File: config.mk
export PLATFORM = sky130hd
export DESIGN_NAME = counter_watermark_monitor_flat
export DESIGN_NICKNAME = d
export VERILOG_FILES = /design/src/rtl/counter_watermark_monitor_if.sv /design/src/rtl/counter_watermark_monitor.sv /design/src/flat_wrapper.sv
export SDC_FILE = /design/constraint.sdc
export NUM_CORES = 1
export LEC_CHECK = 0
export CAP_MARGIN = 15
export CELL_PAD_IN_SITES_DETAIL_PLACEMENT = 1
export CELL_PAD_IN_SITES_GLOBAL_PLACEMENT = 2
export CORE_UTILIZATION = 29
export DETAILED_ROUTE_END_ITERATION = 8
export GPL_TIMING_DRIVEN = 0
export PLACE_DENSITY = 0.87
export SLEW_MARGIN = 20
export SYNTH_ARGS = -nofsm -noshare
export SYNTH_HDL_FRONTEND = slang
export SYNTH_SLANG_ARGS = --single-unit
File: constraint.sdc
create_clock -name clk -period 2.3 [get_ports clk]
set_input_delay 0.46 -clock clk [delete_from_list [all_inputs] [get_ports clk]]
set_output_delay 0.46 -clock clk [all_outputs]
set_load 0.01 [all_outputs]
File: src/rtl/counter_watermark_monitor_if.sv
// Request bus shared by the credit counter and its watermark monitor.
// The counter side drives it; the monitor only observes it.
interface counter_watermark_monitor_if #(
    parameter int WIDTH = 4
);
    logic [WIDTH-1:0] value;
    logic             reinit;
    logic             incr_valid;
    logic [1:0]       incr;
    logic             decr_valid;
    logic [1:0]       decr;

    modport master (
        output value, reinit, incr_valid, incr, decr_valid, decr
    );

    modport slave (
        input value, reinit, incr_valid, incr, decr_valid, decr
    );
endinterface

File: src/rtl/counter_watermark_monitor.sv
// Debounced high/low watermark tracker with hysteresis, peak capture
// and sticky range-violation flags for a credit/occupancy counter.
module counter_watermark_monitor #(
    parameter int WIDTH = 4,
    parameter int HOLD  = 2
) (
    input  logic                        clk,
    input  logic                        rst,
    counter_watermark_monitor_if.slave  bus,
    input  logic [WIDTH-1:0]            hi_mark,
    input  logic [WIDTH-1:0]            lo_mark,
    input  logic                        clear,
    output logic [1:0]                  state,
    output logic                        hi_event,
    output logic                        lo_event,
    output logic [WIDTH-1:0]            peak,
    output logic                        ovf_err,
    output logic                        udf_err
);

    localparam logic [1:0] MID  = 2'b00;
    localparam logic [1:0] HIGH = 2'b01;
    localparam logic [1:0] LOW  = 2'b10;

    localparam logic [2:0] HOLD3 = 3'(HOLD);

    logic             hc;
    logic             lc;
    logic [2:0]       dbnc;
    logic [2:0]       dbnc_nx;
    logic [2:0]       cnt;
    logic             cand;
    logic             cand_nx;
    logic [1:0]       state_nx;
    logic [WIDTH+1:0] e;
    logic             ovf_now;
    logic             udf_now;

    assign hc = bus.value >= hi_mark;
    assign lc = bus.value <= lo_mark;

    // Projected counter result; two spare bits hold sign and carry.
    assign e = {2'b00, bus.value}
             + {{WIDTH{1'b0}}, (bus.incr_valid ? bus.incr : 2'b00)}
             - {{WIDTH{1'b0}}, (bus.decr_valid ? bus.decr : 2'b00)};

    assign ovf_now = !bus.reinit && !e[WIDTH+1] && e[WIDTH];
    assign udf_now = !bus.reinit && e[WIDTH+1];

    // Debounce: count consecutive qualifying edges, move when HOLD reached.
    always_comb begin
        state_nx = state;
        dbnc_nx  = 3'd0;
        cand_nx  = cand;
        cnt      = 3'd0;
        case (state)
            MID: begin
                if (hc || lc) begin
                    cnt     = (dbnc != 3'd0 && cand == hc) ? dbnc + 3'd1 : 3'd1;
                    cand_nx = hc;
                    if (cnt == HOLD3) state_nx = hc ? HIGH : LOW;
                    else              dbnc_nx  = cnt;
                end
            end
            HIGH: begin
                if (!hc) begin
                    cnt = dbnc + 3'd1;
                    if (cnt == HOLD3) state_nx = MID;
                    else              dbnc_nx  = cnt;
                end
            end
            LOW: begin
                if (!lc) begin
                    cnt = dbnc + 3'd1;
                    if (cnt == HOLD3) state_nx = MID;
                    else              dbnc_nx  = cnt;
                end
            end
            default: state_nx = MID;
        endcase
    end

    // Watermark state, debounce count and entry events.
    always_ff @(posedge clk or negedge rst) begin
        if (!rst) begin
            state    <= MID;
            dbnc     <= 3'd0;
            cand     <= 1'b0;
            hi_event <= 1'b0;
            lo_event <= 1'b0;
        end else begin
            state    <= state_nx;
            dbnc     <= dbnc_nx;
            cand     <= cand_nx;
            hi_event <= (state_nx == HIGH) && (state != HIGH);
            lo_event <= (state_nx == LOW) && (state != LOW);
        end
    end

    // Peak and sticky range flags; a same-edge violation beats clear.
    always_ff @(posedge clk or negedge rst) begin
        if (!rst) begin
            peak    <= '0;
            ovf_err <= 1'b0;
            udf_err <= 1'b0;
        end else if (clear) begin
            peak    <= bus.value;
            ovf_err <= ovf_now;
            udf_err <= udf_now;
        end else begin
            peak    <= (bus.value > peak) ? bus.value : peak;
            ovf_err <= ovf_err | ovf_now;
            udf_err <= udf_err | udf_now;
        end
    end

endmodule

File: src/flat_wrapper.sv
// flat-port wrapper written by rule: the top's interface ports become plain ports
module counter_watermark_monitor_flat 
#(
    parameter int WIDTH = 4,
    parameter int HOLD  = 2
)
  (clk, rst, hi_mark, lo_mark, clear, state, hi_event, lo_event, peak, ovf_err, udf_err, bus_value, bus_reinit, bus_incr_valid, bus_incr, bus_decr_valid, bus_decr);
  counter_watermark_monitor_if #(.WIDTH(WIDTH)) bus_i ();
  input  logic clk;
  input  logic rst;
  input  logic [WIDTH-1:0] hi_mark;
  input  logic [WIDTH-1:0] lo_mark;
  input  logic clear;
  output logic [1:0] state;
  output logic hi_event;
  output logic lo_event;
  output logic [WIDTH-1:0] peak;
  output logic ovf_err;
  output logic udf_err;
  input wire logic [$bits(bus_i.value)-1:0] bus_value;
  input wire logic [$bits(bus_i.reinit)-1:0] bus_reinit;
  input wire logic [$bits(bus_i.incr_valid)-1:0] bus_incr_valid;
  input wire logic [$bits(bus_i.incr)-1:0] bus_incr;
  input wire logic [$bits(bus_i.decr_valid)-1:0] bus_decr_valid;
  input wire logic [$bits(bus_i.decr)-1:0] bus_decr;
  assign bus_i.value = bus_value;
  assign bus_i.reinit = bus_reinit;
  assign bus_i.incr_valid = bus_incr_valid;
  assign bus_i.incr = bus_incr;
  assign bus_i.decr_valid = bus_decr_valid;
  assign bus_i.decr = bus_decr;
  counter_watermark_monitor #(.WIDTH(WIDTH), .HOLD(HOLD)) u_core (.clk(clk), .rst(rst), .bus(bus_i), .hi_mark(hi_mark), .lo_mark(lo_mark), .clear(clear), .state(state), .hi_event(hi_event), .lo_event(lo_event), .peak(peak), .ovf_err(ovf_err), .udf_err(udf_err));
endmodule
==> summary.md, run 1 <==
| Metric | Value |
|---|---|
| Fin crit share | `95.84%` |
| Type of origin of the critical path | `input port` |
| # diodes | `0` |
| Max clock buf depth | `2` |
| Syn_nets | `164` |
| Largest net degree at the start of global routing | `15` |
| CTS sink count | `14` |
| Clock latency on the worst-skew pair | `0.25 ns` |
| Filler cells | `435` |
| Worst slew pin tran | `0.6239 ns` |
| Post-synth top area cell | `dfrtp_1` |
| Vias in the first global route | `1090` |
| H-tree depth | `1` |
| RSZ-0062 raised after global routing | `false` |
| Synthesis-to-finish area growth | `37.66%` |
| FF-to-FF Start | `u_core.peak[1]` |
| Vias per inst | `4.990` |
| Pleak | `0.7489 nW` |
| Die area | `4315 um^2` |
| Pre-antenna DRT Iters | `4` |
| Mapped Cells | `123` |
| Die Y | `65.69 um` |
| Inserted Clock Buffers | `3` |
| Initial antenna violation count | `0` |
| PD cells | `819.8 nW/um^2` |
| IO Pins | `32` |
| DRC viols | `0` |
| HPWL after DPL | `2495 um` |
| Crit path DAT | `2.34 ns` |
| Max-cap violation count | `0` |
| Total GRT Usage | `15.23%` |
| Relative slew slack | `58.28%` |
| Initial Util | `31.19%` |
| Peak supply drop | `450.5 uV` |
| Status | `complete, no violations` |
| Final Max Slew Viols | `0` |
| Post-detailed-route wirelength per cell | `14.77 um` |
| Number of enable flip-flop cells after synthesis | `0` |
| Clock-pin slew on the worst setup and hold paths | `0.06 ns` |
| Setup Viol. Count Final | `0` |
| Finished Layout Cells | `207` |
| ANT nets after route | `0` |
| Top cells by area, synth | `dfrtp_1 30%, ha_1 19%, inv_1 5.7%` |
| Required time of the worst setup path | `2.43 ns` |
| CP Capture Type | `flip-flop` |
| Top cell type's share of synthesized area | `29.79%` |
| Worst hold path type | `flip-flop to flip-flop` |
| Iter 0 DRT Violations | `15` |
| Core Util, Final | `42.93%` |
| Synth cell count leaders | `18 x ha_1, 18 x inv_1, 14 x dfrtp_1` |
| Nets | `201` |
| Core area | `3771 um^2` |
| PortBufs | `31` |
| Async S/R FF share, synth | `100.0%` |
| Hold Vio Cnt, Final | `0` |
| Yosys warns | `0` |
| CTS tree | `built` |
| First-pass GRT wire length | `4926 um` |
| R2r endpoint | `u_core.peak[2]` |
| Post-synthesis sequential area ratio | `29.79%` |
| CP max FO | `8` |
| Placed insts | `202` |
| Mean Syn Cell Area | `9.562 um^2` |
| Die W | `65.69 um` |
| FF+latch count, synth | `14` |
| Routed vias | `1033` |
| GPL Wtd Cong | `0.8211` |
| R2r setup slk | `0.28 ns` |
| Distinct cells, synth | `43` |
| Overflow left after global routing | `0` |
| WS Path Type | `input port to flip-flop` |
| Row count | `22` |
| Post-layout min period | `2.204 ns` |
| Clock root cell | `clkbuf_8` |
| Top_reg_cell synth | `dfrtp_1` |
| Worst setup path startpoint | `lo_mark[3]` |
| Layout cell share with drive strength beyond 1 | `11.32%` |
| Post-Synthesis Cell Area | `1176 um^2` |
| Clock Skews | `0.002256 ns` |
| Setup crit end | `u_core.dbnc[1]` |
| Peak Freq | `453.6 MHz` |
| Worst R2R Path Depth | `7` |
| Detailed Route WL | `3058 um` |
==> placed cells by master, fill, tap and decap left out, drive strengths merged, types with 2 or more instances in the layout <==
cell,count
a211o,3
a21oi,7
a32o,3
and2,3
and2b,2
clkbuf,4
clkdlybuf4s50,25
dfrtp,14
dlygate4sd2,6
ha,18
inv,18
mux2,4
nand2,5
nand3,2
nor2,5
nor2b,4
nor3,5
o21ai,6
o32ai,2
==> repair_timing <==
action | 4_1_cts | 5_1_grt
endpoints found under the hold margin | 0 | 0
setup endpoints to repair | 8 | 2
buffers inserted | 1 | 0
hold buffers | 0 | 0
resized for setup | 8 | 1
pin swaps | 6 | 0
==> flip-flops by register name (all words and copies together), names as in the netlist <==
register	flops
u_core.peak	4
u_core.cand	1
u_core.lo_event	1
u_core.hi_event	1
u_core.udf_err	1
u_core.ovf_err	1
u_core.state	2
u_core.dbnc	3
==> cell type report <==
cell class	count	area, um^2	area share, %
inverter	18	67.56	4.173
tap	48	60.06	3.709
multi-input combinational	91	775.7	47.91
timing repair buffer	32	310.3	19.17
clock buffer	4	55.05	3.400
sequential	14	350.3	21.64
==> logic make-up after synthesis <==
| kind of cell | synth area share (%) |
|---|---|
| simple gates | 18.09 |
| xor+xnor | 2.128 |
| compound gates | 19.58 |
| buf+inv | 5.744 |
| fa+ha+maj | 20.85 |
| mux | 3.830 |
| flops | 29.79 |
==> through the flow <==
step	hold slack (ns)	setup WS [ns]	cell area [um^2]	total power, mW	setup TNS, ns
2_1_floorplan	0.1644	0.1758	1176	0.8387	0
4_1_cts	0.5075	0.09682	1612	1.341	0
3_3_place_gp	0.4824	-0.4137	1546	1.056	-3.384
3_5_place_dp	0.4939	-0.4375	1546	1.089	-3.764
5_1_grt	0.5325	0.01473	1619	1.440	0
6_report	0.5055	0.09565	1619	1.327	0
==> per-layer routing <==
| layer | GRT usage, % | vias up | wire (um) |
|---|---|---|---|
| li1 | - | 514 | - |
| met1 | 18.11 | 486 | 1379 |
| met2 | 26.79 | 27 | 1500 |
| met3 | 1.736 | 6 | 114 |
| met4 | 7.337 | 0 | 63 |
| met5 | 0 | - | 0 |
==> worst max-delay path, stage by stage <==
cell             delay, ns
clkdlybuf4s50_1       0.46
inv_1                 0.04
ha_1                  0.31
a21oi_1               0.27
a21oi_4               0.14
a32o_1                0.29
o311a_1               0.35
==> power breakdown <==
group          total (mW)  internal, mW  switching [mW]
Sequential          0.397         0.315          0.0825
Combinational       0.687         0.352           0.335
Clock               0.243         0.152          0.0910
==> worst min path at each step <==
stage                endpoint  depth (start not counted)           start
5_1_grt        u_core.ovf_err                          1  u_core.ovf_err
4_1_cts        u_core.ovf_err                          1  u_core.ovf_err
3_5_place_dp   u_core.ovf_err                          1  u_core.ovf_err
2_1_floorplan     u_core.cand                          0             rst
6_report       u_core.ovf_err                          1  u_core.ovf_err
3_3_place_gp   u_core.ovf_err                          1  u_core.ovf_err
Note: power is estimated with default switching activity, not from simulation.
==> run 2: changes to the inputs <==
--- a/config.mk
+++ b/config.mk
@@ -12,6 +12,8 @@
 export DETAILED_ROUTE_END_ITERATION = 8
 export GPL_TIMING_DRIVEN = 0
 export PLACE_DENSITY = 0.87
+export RECOVER_POWER = 50
+export SKIP_LAST_GASP = 1
 export SLEW_MARGIN = 20
 export SYNTH_ARGS = -nofsm -noshare
 export SYNTH_HDL_FRONTEND = slang
==> summary.md, run 2 (synthesis results as in run 1) <==
| Metric | Value |
|---|---|
| Vias per inst | `4.995` |
| Filler cells | `435` |
| PD cells | `816.4 nW/um^2` |
| Largest net degree at the start of global routing | `15` |
| Status | `complete, no violations` |
| WS Path Type | `input port to flip-flop` |
| Initial antenna violation count | `0` |
| Die W | `65.69 um` |
| Dpl cell area | `1546 um^2` |
| Initial Util | `31.19%` |
| Worst hold path type | `flip-flop to flip-flop` |
| GPL Wtd Cong | `0.8211` |
| GRT Max-Usage Layer | `met2` |
| Largest regs | `u_core.peak: 4 flops, u_core.dbnc: 3 flops, u_core.state: 2 flops` |
| Post-layout min period | `2.204 ns` |
| Clock latency on the worst-skew pair | `0.25 ns` |
| Required time of the worst setup path | `2.43 ns` |
| Overflow left after global routing | `0` |
| Peak supply drop | `450.5 uV` |
| Peak Freq | `453.6 MHz` |
| Nets | `201` |
| Die Y | `65.69 um` |
| CP max FO | `8` |
| FF-to-FF Start | `u_core.peak[1]` |
| Sw power | `507.4 uW` |
| Row count | `22` |
| Final WS setup | `0.09565 ns` |
| Worst slew pin tran | `0.6294 ns` |
| Fin crit share | `95.84%` |
| Max clock buf depth | `2` |
| Detailed Route WL | `3044 um` |
| Max-cap violation count | `0` |
| CTS tree | `built` |
| Most frequent cells in the layout | `19 x clkdlybuf4s50_1, 18 x inv_1, 17 x ha_1` |
| Worst slack at placement | `-0.4375 ns` |
| Core Util, Final | `42.93%` |
| Hold_sp | `u_core.ovf_err` |
| Most flop-heavy register | `u_core.peak` |
| Clock Skews | `0.002256 ns` |
| CP Capture Type | `flip-flop` |
| Final Max Slew Viols | `0` |
| Hold-fix buffers, CTS | `0` |
| Int Pwr | `814.4 uW` |
| Total GRT Usage | `15.23%` |
| Routed vias | `1034` |
| Largest register FFs | `4` |
| Sw frac | `38.39%` |
| Clock-pin slew on the worst setup and hold paths | `0.06 ns` |
| Core area | `3771 um^2` |
| HPWL after DPL | `2495 um` |
| R2r setup slk | `0.28 ns` |
| GR Layer Usage met1 | `18.11%` |
| Worst setup path startpoint | `lo_mark[3]` |
| First-pass GRT wire length | `4926 um` |
| Crit path DAT | `2.34 ns` |
| CTS sink count | `14` |
| IO Pins | `32` |
| Logic pwr share | `51.6%` |
| Pleak | `0.7626 nW` |
| Met3 Usage GRT | `1.736%` |
| Type of origin of the critical path | `input port` |
| Clock root cell | `clkbuf_8` |
| Relative slew slack | `57.90%` |
| Most common cell after layout, fill and taps aside | `clkdlybuf4s50_1` |
| Hold Vio Cnt, Final | `0` |
| Sequential Power Share | `30.0%` |
| Die area | `4315 um^2` |
| Synthesis-to-finish area growth | `37.66%` |
| Pre-antenna DRT Iters | `4` |
| Met2 usage | `26.79%` |
| Clock share of power | `18.4%` |
| DRC viols | `0` |
| Layout cell share with drive strength beyond 1 | `11.32%` |
| Setup Viol. Count Final | `0` |
| RSZ-0062 raised after global routing | `false` |
| ANT nets after route | `0` |
| Final Power | `1.322 mW` |
| # diodes | `0` |
| Fin area | `1619 um^2` |
| H-tree depth | `1` |
| PortBufs | `31` |
| Inserted Clock Buffers | `3` |
| Post-detailed-route wirelength per cell | `14.71 um` |
| Vias in the first global route | `1090` |
| Iter 0 DRT Violations | `15` |
[run 2: cell count changes in the layout (fill, tap and decap cells not counted)]
cell             change
clkdlybuf4s50_1      -6
dlygate4sd3_1        +6
[run 2: per-stage QoR]
step / hold slack, ns / TNS (ns) / cells
2_1_floorplan: 0.1644 / 0 / 123
3_3_place_gp: 0.4824 / -3.384 / 202
3_5_place_dp: 0.4939 / -3.764 / 202
4_1_cts: 0.5075 / 0 / 207
5_1_grt: 0.5269 / 0 / 207
6_report: 0.5004 / 0 / 207
[run 2: final cells by class]
class | instances | area, um^2 | share of cell area, %
Sequential cell | 14 | 350.3 | 21.64
Timing Repair Buffer | 32 | 310.3 | 19.17
Multi-Input combinational cell | 91 | 775.7 | 47.91
Clock buffer | 4 | 55.05 | 3.400
Tap cell | 48 | 60.06 | 3.709
Inverter | 18 | 67.56 | 4.173
[run 2: worst paths after layout]
kind,to,cells past startpoint
min in group asynchronous,u_core.dbnc[1],1
max in group asynchronous,u_core.peak[2],1
min reg2reg,u_core.ovf_err,1
max,u_core.dbnc[1],7
max reg2reg,u_core.peak[2],7
min,u_core.ovf_err,1
[run 2: routing by layer]
layer | vias to the layer above | wire [um] | share of wire, %
li1 | 514 | - | -
met2 | 27 | 1496 | 49
met4 | 0 | 63 | 2.1
met3 | 6 | 114 | 3.7
met1 | 487 | 1370 | 45
met5 | - | 0 | 0
[run 2: critical path, stage by stage]
cell and delay (ns):
clkdlybuf4s50_1 0.46, inv_1 0.04, ha_1 0.31, a21oi_1 0.27, a21oi_4 0.14, a32o_1 0.29, o311a_1 0.35
[run 2: power by group through the flow]
stage	registers (mW)	logic [mW]	clock network, mW
2_1_floorplan	0.398	0.441	0
3_3_place_gp	0.395	0.661	0
3_5_place_dp	0.401	0.688	0
4_1_cts	0.397	0.690	0.253
5_1_grt	0.408	0.766	0.261
6_report	0.397	0.682	0.243
[run 2: repair_timing]
action | CTS | global route
pin swaps | 6 | 0
endpoints found under the setup margin | 8 | 2
resized for setup | 8 | 1
buffers inserted | 1 | 0
